$ cat src/rtl/alkc_seq.sv
// ALKC carry-flag sequencer for 32-step multiply / non-restoring divide.
// Optional feature macro: ALKC_SEQ_ABORT_EN (abort_h cancels a running sequence).
module alkc_seq (
  input  logic clk_h,
  input  logic reset_l,
  input  logic start_h,
  input  logic op_div_h,
  input  logic stall_l,
  input  logic alu_cout_h,
  input  logic alkc_load_h,
  input  logic alkc_data_h,
  input  logic abort_h,
  output logic alkc_flag_h,
  output logic carry_invert_h,
  output logic quo_bit_h,
  output logic busy_h,
  output logic done_h
);

  localparam logic [1:0] IDLE = 2'd0;
  localparam logic [1:0] STEP = 2'd1;
  localparam logic [1:0] FIX  = 2'd2;
  localparam logic [1:0] DONE = 2'd3;

  logic [1:0] state;
  logic [4:0] count;
  logic       div_op;
  logic       abort_act;

`ifdef ALKC_SEQ_ABORT_EN
  assign abort_act = abort_h && (state != IDLE);
`else
  logic unused_abort;
  assign unused_abort = abort_h;
  assign abort_act    = 1'b0;
`endif

  // Abort wins over stall so a frozen pipeline can still be cancelled.
  always_ff @(posedge clk_h or negedge reset_l) begin
    if (!reset_l) begin
      state          <= IDLE;
      count          <= 5'd0;
      div_op         <= 1'b0;
      alkc_flag_h    <= 1'b0;
      carry_invert_h <= 1'b0;
      quo_bit_h      <= 1'b0;
    end else if (abort_act) begin
      state          <= IDLE;
      count          <= 5'd0;
      alkc_flag_h    <= 1'b0;
      carry_invert_h <= 1'b0;
      quo_bit_h      <= 1'b0;
    end else if (stall_l) begin
      case (state)
        IDLE: begin
          if (start_h) begin
            state          <= STEP;
            count          <= 5'd31;
            div_op         <= op_div_h;
            alkc_flag_h    <= op_div_h;
            carry_invert_h <= op_div_h;
          end else if (alkc_load_h) begin
            alkc_flag_h <= alkc_data_h;
          end
        end
        STEP: begin
          alkc_flag_h    <= alu_cout_h;
          carry_invert_h <= div_op & alu_cout_h;
          quo_bit_h      <= div_op & alu_cout_h;
          // A negative final divide remainder needs one restore cycle.
          if (count == 5'd0)
            state <= (div_op && !alu_cout_h) ? FIX : DONE;
          else
            count <= count - 5'd1;
        end
        FIX: begin
          carry_invert_h <= 1'b0;
          alkc_flag_h    <= 1'b0;
          state          <= DONE;
        end
        default: state <= IDLE;
      endcase
    end
  end

  assign busy_h = (state == STEP) || (state == FIX);
  assign done_h = (state == DONE) && !abort_act;

endmodule

$ cat config.mk
export PLATFORM = sky130hd
export DESIGN_NAME = alkc_seq
export DESIGN_NICKNAME = d
export VERILOG_FILES = /design/src/rtl/alkc_seq.sv
export SDC_FILE = /design/constraint.sdc
export NUM_CORES = 1
export LEC_CHECK = 0
export CORE_MARGIN = 2
export CORE_UTILIZATION = 41
export CTS_CLUSTER_SIZE = 25
export DETAILED_ROUTE_END_ITERATION = 12
export DONT_BUFFER_PORTS = 1
export PLACE_DENSITY = 0.64
export SLEW_MARGIN = 20
export SYNTH_ARGS = -nofsm -noshare
export SYNTH_HDL_FRONTEND = slang
export SYNTH_SLANG_ARGS = --single-unit
$ cat constraint.sdc
create_clock -name clk_h -period 2.2 [get_ports clk_h]
set_input_delay 0.33 -clock clk_h [delete_from_list [all_inputs] [get_ports clk_h]]
set_output_delay 0.33 -clock clk_h [all_outputs]
set_load 0.05 [all_outputs]
==> flow_metrics.tcl, run 1 <==
set metrics [dict create \
    core-area_um2 1520 \
    grt_max_degree 14 \
    route.detailed.drc 0 \
    hold_class "input port to flip-flop" \
    finalClockSkew_ps 5.34 \
    num_rows 14 \
    worst_pin_slew_ps 560 \
    post-route-period-util_pct 81.3 \
    grt-ovfl-total 0 \
    dieArea_um2 1990 \
    yosysSeqAreaShare_pct 40.7 \
    htreeDepth 1 \
    drtPass1Iterations 4 \
    hold_start "stall_l" \
    max-slew-margin-rel_pct 62.7 \
    vias 526 \
    setup_tns_ps 0 \
    power.density_nw_per_um2 1480 \
    cts_made_buffers 3 \
    crit_arrival_ps 1940 \
    status "finished, final reports clean" \
    crit_path_end_kind "flip-flop" \
    setup_violations 0 \
    viasPerCell 5.48 \
    final-hold-violation-count 0 \
    synth_cell_types 23 \
    antenna_found_initial 0 \
    finish.utilization_pct 48.4 \
    fin_nets 95 \
    grt_pass1_vias 511 \
    syn_area_um2 676 \
    fmax_mhz 559 \
    track_usage_pct 15.5 \
    io_pins 14 \
    syn_nets 89 \
    avgRoutedWirePerCell_um 13.0 \
    netlist_instances 75 \
    worstSetupStartpointType "flip-flop" \
    die_h_um 44.6 \
    r2r_start "count[0]" \
    synth_top_area_share_pct 40.7 \
    ys_async_sr_fraction_pct 100 \
    slew_violations 0 \
    first_iter_violations 7 \
    gp_congestion 0.779 \
    maxCapViolations 0 \
    post-dp-hpwl_um 930 \
    clkTransAtPathRegs_ps 80 \
    grt_pass1_wl_um 2200 \
    required_ps 2350 \
    synth.area.top_cells "dfrtp_1, ha_1, o21ai_0" \
    yosys_most_used_dff "dfrtp_1" \
    die_w_um 44.6 \
    crit_fanout 4 \
    root_buffer "clkbuf_4" \
    synth-seq-cells 11 \
    ir_drop_v 0.00116 \
    finalWirelength_um 1250 \
    port_buffers 0 \
    yosys_warnings 0 \
    syn_avg_cell_area_um2 9.01 \
    nFillCells 147 \
    crit_start "count[0]" \
    drive_gt1_share_pct 12.5 \
    clock_latency_ps 270 \
    worstSetupPathType "flip-flop to flip-flop" \
    n_antenna_cell 0 \
    clockBufferDepth 2 \
    synth_top_area_cell "dfrtp_1" \
    synth_edf_count 0 \
    grt_setup_unrepaired "no" \
    ctsResizeCount 0 \
    cts_tree "built" \
    layout_min_cycle_time_ps 1790 \
    start_util_pct 44.3 \
    leakage_nw 0.352 \
    area_growth_pct 9.07 \
    cts_num_sinks 11 \
    drtAntennaViolNets 0 \
]
worst max-delay path, stage by stage (launching register included):
cell      delay, ps
dfrtp_1         420
inv_1            70
ha_1            240
nand2b_4         80
or3_4           340
a21o_1          220
mux2_1          310
worst paths after layout:
| check | to | slack, ps | cells after the start |
|---|---|---|---|
| min | quo_bit_h | 220 | 2 |
| max in group asynchronous | count[0] | 1400 | 1 |
| max | state[0] | 410 | 6 |
| min reg2reg | div_op | 530 | 2 |
| max reg2reg | state[0] | 410 | 6 |
| min in group asynchronous | state[1] | 460 | 1 |
cell usage in the layout, fill, tap and decap left out:
master         Yosys  layout
mux2i_1            1       1
o22ai_1            2       2
o22a_1             1       1
buf_4              0       1
nand2b_4           1       1
o31ai_1            1       1
inv_1              8       8
o21ai_0            9       9
a21oi_1            4       4
clkbuf_4           0       3
nor2_1             5       5
dfrtp_1           11      11
a22o_1             1       1
dlygate4sd3_1      0       1
a31oi_1            1       1
a21boi_0           1       1
a21o_1             1       1
ha_1               5       5
mux2_1             2       2
or3_4              1       1
clkinv_2           0       1
nand3_1            4       4
nand2_1            9       9
nor3_1             2       2
and2_1             1       1
mux2_2             3       3
cells in the mapped netlist, drive strengths merged, types with 2 or more instances:
cell,instances
nand2,9
nor3,2
o22ai,2
ha,5
mux2,5
nor2,5
nand3,4
a21oi,4
o21ai,9
dfrtp,11
inv,8
metal layers:
metal	wire length, µm	vias up	global-route usage [%]
met1	583	232	19.6
li1	-	275	-
met5	0	-	0
met3	82	4	5.31
met2	563	15	23.5
met4	21	0	7.27
cell families after synthesis:
logic type               count (synthesis)  synth area share [%]
flip-flops                              11                  40.7
buffers and inverters                    9                  5.00
multiplexers                             6                  9.81
AND/OR/NAND/NOR                         23                  16.9
adder cells (fa/ha/maj)                  5                  9.26
AO/OA/AOI/OAI                           21                  18.3
stage by stage:
stage | hold slack [ps] | instances | power [mW] | instance area (µm²) | setup slack (ps)
finish | 219 | 96 | 1.09 | 737 | 411
floorplan | 34.4 | 75 | 0.851 | 676 | 394
CTS | 213 | 96 | 1.10 | 737 | 407
global placement | 34.8 | 91 | 0.930 | 699 | 445
detailed placement | 34.9 | 91 | 0.945 | 699 | 421
global route | 212 | 96 | 1.17 | 737 | 332
registers in the layout (all words and copies together) (netlist names):
register,flops
carry_invert_h,1
div_op,1
quo_bit_h,1
state,2
count,5
alkc_flag_h,1
layout make-up:
type                    instances  area [µm²]  area share (%)
flip-flops and latches         11         275            37.4
inverters                       8        30.0            4.07
repair buffers                  2        17.5            2.38
clock buffers                   3        22.5            3.06
clock inverters                 1        5.00           0.679
multi-input cells              55         367            49.7
well taps                      16        20.0            2.72
timing repair:
item	in CTS	in global routing
endpoints found under the hold margin	11	0
hold buffers	1	0
buffers inserted	0	0
report_power, final:
group	leakage (nW)	switching [mW]	internal, mW
registers	0.121	0.139	0.276
clock network	0.0177	0.0737	0.0674
logic	0.213	0.327	0.205
total	0.352	0.539	0.549
No activity file was read; power rests on OpenSTA's default activity.
==> inputs of run 2 (changes only) <==
Clock period 2.2 ns to 1.7 ns, I/O delays scaled along.
==> run 2 against run 1 <==
Effect of this change:
- final cell count rose by 8.3%
- sequential cell count did not move
- non-clock buffer count rose by 8
- worst hold slack got worse by 63 ps
- utilization rose by 5.7 points
- clock skew fell by 2.8 ps
- clock power rose by 32%
==> flow_metrics.tcl, run 2 (synthesis results as in run 1) <==
set metrics [dict create \
    drive_gt1_share_pct 27.3 \
    finalClockSkew_ps 2.57 \
    drtPass1Iterations 4 \
    die_h_um 44.6 \
    crit_chain "inv_2 > ha_4 > nand2b_4 > or3_4 > a21o_1 > mux2_1" \
    final_cell_mix "dfrtp_1, o21ai_0, buf_4" \
    hold_class "input port to flip-flop" \
    core-area_um2 1520 \
    crit_family "flip-flops" \
    avgRoutedWirePerCell_um 12.8 \
    track_usage_pct 16.5 \
    crit_buf_inv 1 \
    finish.utilization_pct 54.1 \
    gp_congestion 0.826 \
    setup_violations 0 \
    fin_nets 103 \
    worst_slack_ps 76.5 \
    final-hold-violation-count 0 \
    p_total_mw 1.58 \
    ir_drop_v 0.00148 \
    cts_num_sinks 11 \
    hold_start "stall_l" \
    crit_fanout 2 \
    timing.hold.ws_ps 155 \
    post_cts_buffers 0 \
    crit_start "count[1]" \
    dieArea_um2 1990 \
    crit_path_end_kind "flip-flop" \
    grt_pass1_wl_um 2360 \
    cts_made_buffers 3 \
    worst_pin_slew_ps 505 \
    cts_tree "built" \
    viasPerCell 5.38 \
    final_common_cell "dfrtp_1" \
    slew_violations 0 \
    r2r_start "count[1]" \
    worstSetupPathType "flip-flop to flip-flop" \
    r2r-end "state[0]" \
    crit_arrival_ps 1790 \
    r2r_cells 6 \
    hold-path-endpoint "quo_bit_h" \
    max-slew-margin-rel_pct 66.2 \
    maxCapViolations 0 \
    final_cells 104 \
    route.detailed.drc 0 \
    status "finished, final reports clean" \
    n_antenna_cell 0 \
    layout_min_cycle_time_ps 1620 \
    post-place-ws_ps -3.47 \
    drtAntennaViolNets 0 \
    antenna_found_initial 0 \
    post-dp-hpwl_um 1040 \
    required_ps 1860 \
    clock_latency_ps 270 \
    grt_pass1_vias 581 \
    die_w_um 44.6 \
    worstSetupStartpointType "flip-flop" \
    top_register "count" \
    htreeDepth 1 \
    leakage_nw 0.382 \
    start_util_pct 44.3 \
    max_stage_delay_ps 390 \
    grt_max_degree 13 \
    grt-ovfl-total 0 \
    place_inst 99 \
    power.density_nw_per_um2 1920 \
    largest_reg_flops 5 \
    hold_depth 2 \
    num_rows 14 \
    area_growth_pct 22.0 \
    io_pins 14 \
    largestRegisters "count: 5 flops, state: 2 flops" \
    clkTransAtPathRegs_ps 80 \
    r2r_slack_ps 80 \
    root_buffer "clkbuf_4" \
    fmax_mhz 616 \
    post-route-period-util_pct 95.5 \
    grt_setup_unrepaired "no" \
    slowest_stage "dfrtp_1" \
    first_iter_violations 4 \
    clockBufferDepth 2 \
    port_buffers 0 \
    finalWirelength_um 1330 \
    vias 560 \
]
run 2: per-stage QoR:
stage	TNS, ps	area [µm²]
2_1_floorplan	0	678
6_report	0	825
3_3_place_gp	0	762
4_1_cts	0	802
5_1_grt	0	825
3_5_place_dp	-3.47	762
run 2: repair_timing:
item	CTS	global route
endpoints found under the setup margin	2	5
hold endpoints to repair	11	0
hold buffers	1	0
gates resized for setup	1	6
run 2: worst max path at each step:
stage / to / slack, ps / depth (start not counted)
after detailed placement: state[0] / -3 / 6
after global placement: state[0] / 20 / 6
after global routing: count[1] / 20 / 6
after CTS: state[0] / 5 / 6
after floorplan: state[0] / 30 / 6
final: state[0] / 80 / 6
run 2: worst reg2reg max path, delay by kind of cell, from the launching register on:
kind / cells / cell delay [ps]
AO/OA/AOI/OAI: 1 / 210
adder cells (fa/ha/maj): 1 / 140
buffers and inverters: 1 / 80
flip-flops: 1 / 390
multiplexers: 1 / 310
AND/OR/NAND/NOR: 2 / 380
run 2: final cells by class:
class / instances / area, µm²
Tap cell: 16 / 20.0
Sequential cell: 11 / 275
Clock buffer: 3 / 22.5
Fill cell: 145 / 699
Clock inverter: 1 / 5.00
Inverter: 8 / 30.0
Multi-Input combinational cell: 55 / 394
Timing Repair Buffer: 10 / 77.6
run 2: power by group:
group / internal, mW / switching, mW / leakage (nW) / total [mW]
Sequential: 0.357 / 0.166 / 0.121 / 0.523
Clock: 0.0872 / 0.0986 / 0.0177 / 0.186
Combinational: 0.394 / 0.478 / 0.244 / 0.872
Total: 0.839 / 0.743 / 0.382 / 1.58
run 2: per-layer routing:
| layer | up-vias | GRT usage [%] | part of all wire [%] |
|---|---|---|---|
| li1 | 287 | - | - |
| met1 | 254 | 20.1 | 44 |
| met2 | 17 | 24.6 | 48 |
| met3 | 2 | 7.35 | 7.1 |
| met4 | 0 | 7.88 | 0.68 |
| met5 | - | 0 | 0 |
==> inputs of run 3 (changes only) <==
Settings changed: MAX_ROUTING_LAYER set to met4.
==> results of run 3 <==
No change in the layout: final DEF, timing and power equal those of run 2.
Main changes from that run: final weighted congestion in routability-driven placement 0.826 -> 0.838; overall routing resource usage 16.5% -> 17.0%
==> edit (flow settings as in run 2) <==
Reset style: synchronous (`reset_l`), changed in one clocked block.
--- a/src/rtl/alkc_seq.sv
+++ b/src/rtl/alkc_seq.sv
@@ -36,7 +36,7 @@
 `endif
 
   // Abort wins over stall so a frozen pipeline can still be cancelled.
-  always_ff @(posedge clk_h or negedge reset_l) begin
+  always_ff @(posedge clk_h) begin
     if (!reset_l) begin
       state          <= IDLE;
       count          <= 5'd0;
Formal check against the unedited RTL: differs if reset_l is asserted again (counterexample within 4 cycles, from zero or initial values and one cycle with reset_l low); with reset_l held inactive, the same outputs for 10 cycles.
==> edit against run 2 <==
- first-iteration DRC count unchanged
- non-clock buffer count increased by 2
- sequential share of layout area decreased by 6.7 points
- setup slack got worse by 14 ps
- synthesized cell count decreased by 2.7%
- synthesized area decreased by 2.8%
- utilization increased by 2.6 points
- sequential cell count unchanged
- cell area increased by 3.6%
- routed wire length increased by 9.5%
- highest routed layer unchanged
Power is not compared: it rests on default switching activity, and its combinational part moved more than twofold at a synthesized area within 25%.
==> edit: results (changes against run 2) <==
** Place
- Worst setup timing slack at the placement stage :: -29.69 ps (was -3.472 ps)
- The total cell area at the placement stage is 747.0 µm² (was 762.0 µm²).
- DP HPWL :: 1.037 mm (was 1.038 mm)

** Logic synthesis
- The post-synthesis sequential area ratio came to 33.52% (was 40.74%).
- Most used flip-flop cell after synthesis :: dfxtp_1 (was dfrtp_1)
- Synth async-reset ratio :: 0% (was 100.0%)
- Mapped Nets :: 88 (was 89)
- The synthesized netlist cell count was 73 (was 75).
- Ranking of synthesized cells by area :: dfxtp_1, ha_1, mux2i_1 (was dfrtp_1, ha_1, o21ai_0)

** Timing
- Worst hold slack :: 102.3 ps (was 155.2 ps)
- Skew final :: 4.633 ps (was 2.574 ps)
- Pin slew with the least headroom to its limit :: 510.2 ps (was 505.0 ps)

** Routing
- The final routed wirelength across all metal layers was 1.460 mm (was 1.333 mm).
- Routed vias :: 579 (was 560)
- The wire length on met1 came to 679 µm (was 589 µm).
- The met2 routed wirelength was 645 µm (was 640 µm).
- The total length of routed met3 wires came to 105 µm (was 94 µm).

** Worst setup path
- The standard cell with the maximum stage delay on the critical path was a2111oi_4 (was dfrtp_1).
- Worst Setup EP :: count[2] (was state[0])
- The arrival time at the worst endpoint came to 1820 ps (was 1790 ps).
- The logic depth of the worst register-to-register path came to 7 (was 6).
- Launch point of the worst reg-to-reg path :: count[0] (was count[1])

** Min path
- Startpoint of the tightest hold check path :: reset_l (was stall_l)
- The worst hold endpoint is state[1] (was quo_bit_h).

** Global routing
- Largest net degree at the start of global routing :: 10 (was 13)
- The global-route total usage across every layer was 15.97% (was 16.47%).
- The global routing met2 resource utilization was 25.59% (was 24.64%).
- The global routing usage on met1 is 19.90% (was 20.05%).
- Global-route wire length before repair :: 2.297 mm (was 2.359 mm)

** Finish
- # fillers :: 122 (was 145)

** Outcome
- Run status: finished, final reports clean (unchanged).
==> edit: cell count changes after synthesis, moves of 3 or more <==
cell | run 2 | this run
o21ai_0 | 9 | 2
dfrtp_1 | 11 | 0
dfxtp_1 | 0 | 11
nand2_1 | 9 | 5
a311oi_1 | 0 | 3
nand2b_1 | 0 | 4
mux2_2 | 3 | 0
==> edit: kinds of logic (layout without fill, tap and decap cells) <==
kind of cell | after synthesis | after routing | share of synthesized area [%]
simple gates | 25 | 25 | 19.81
compound gates | 19 | 19 | 25.33
flops | 11 | 11 | 33.52
buf+inv | 9 | 24 | 5.333
fa+ha+maj | 6 | 6 | 11.43
mux | 3 | 3 | 4.572
==> edit: layout make-up <==
class	count	share of cell area (%)
well taps	16	2.343
clock buffers	4	3.075
flip-flops and latches	11	26.65
repair buffers	12	10.98
multi-input cells	53	53.15
inverters	8	3.807
==> edit: timing repair <==
action	CTS	global route
setup buffers	0	2
gates resized for setup	1	18
gates cloned	0	0
endpoints found under the setup margin	2	6
pin swaps	3	5
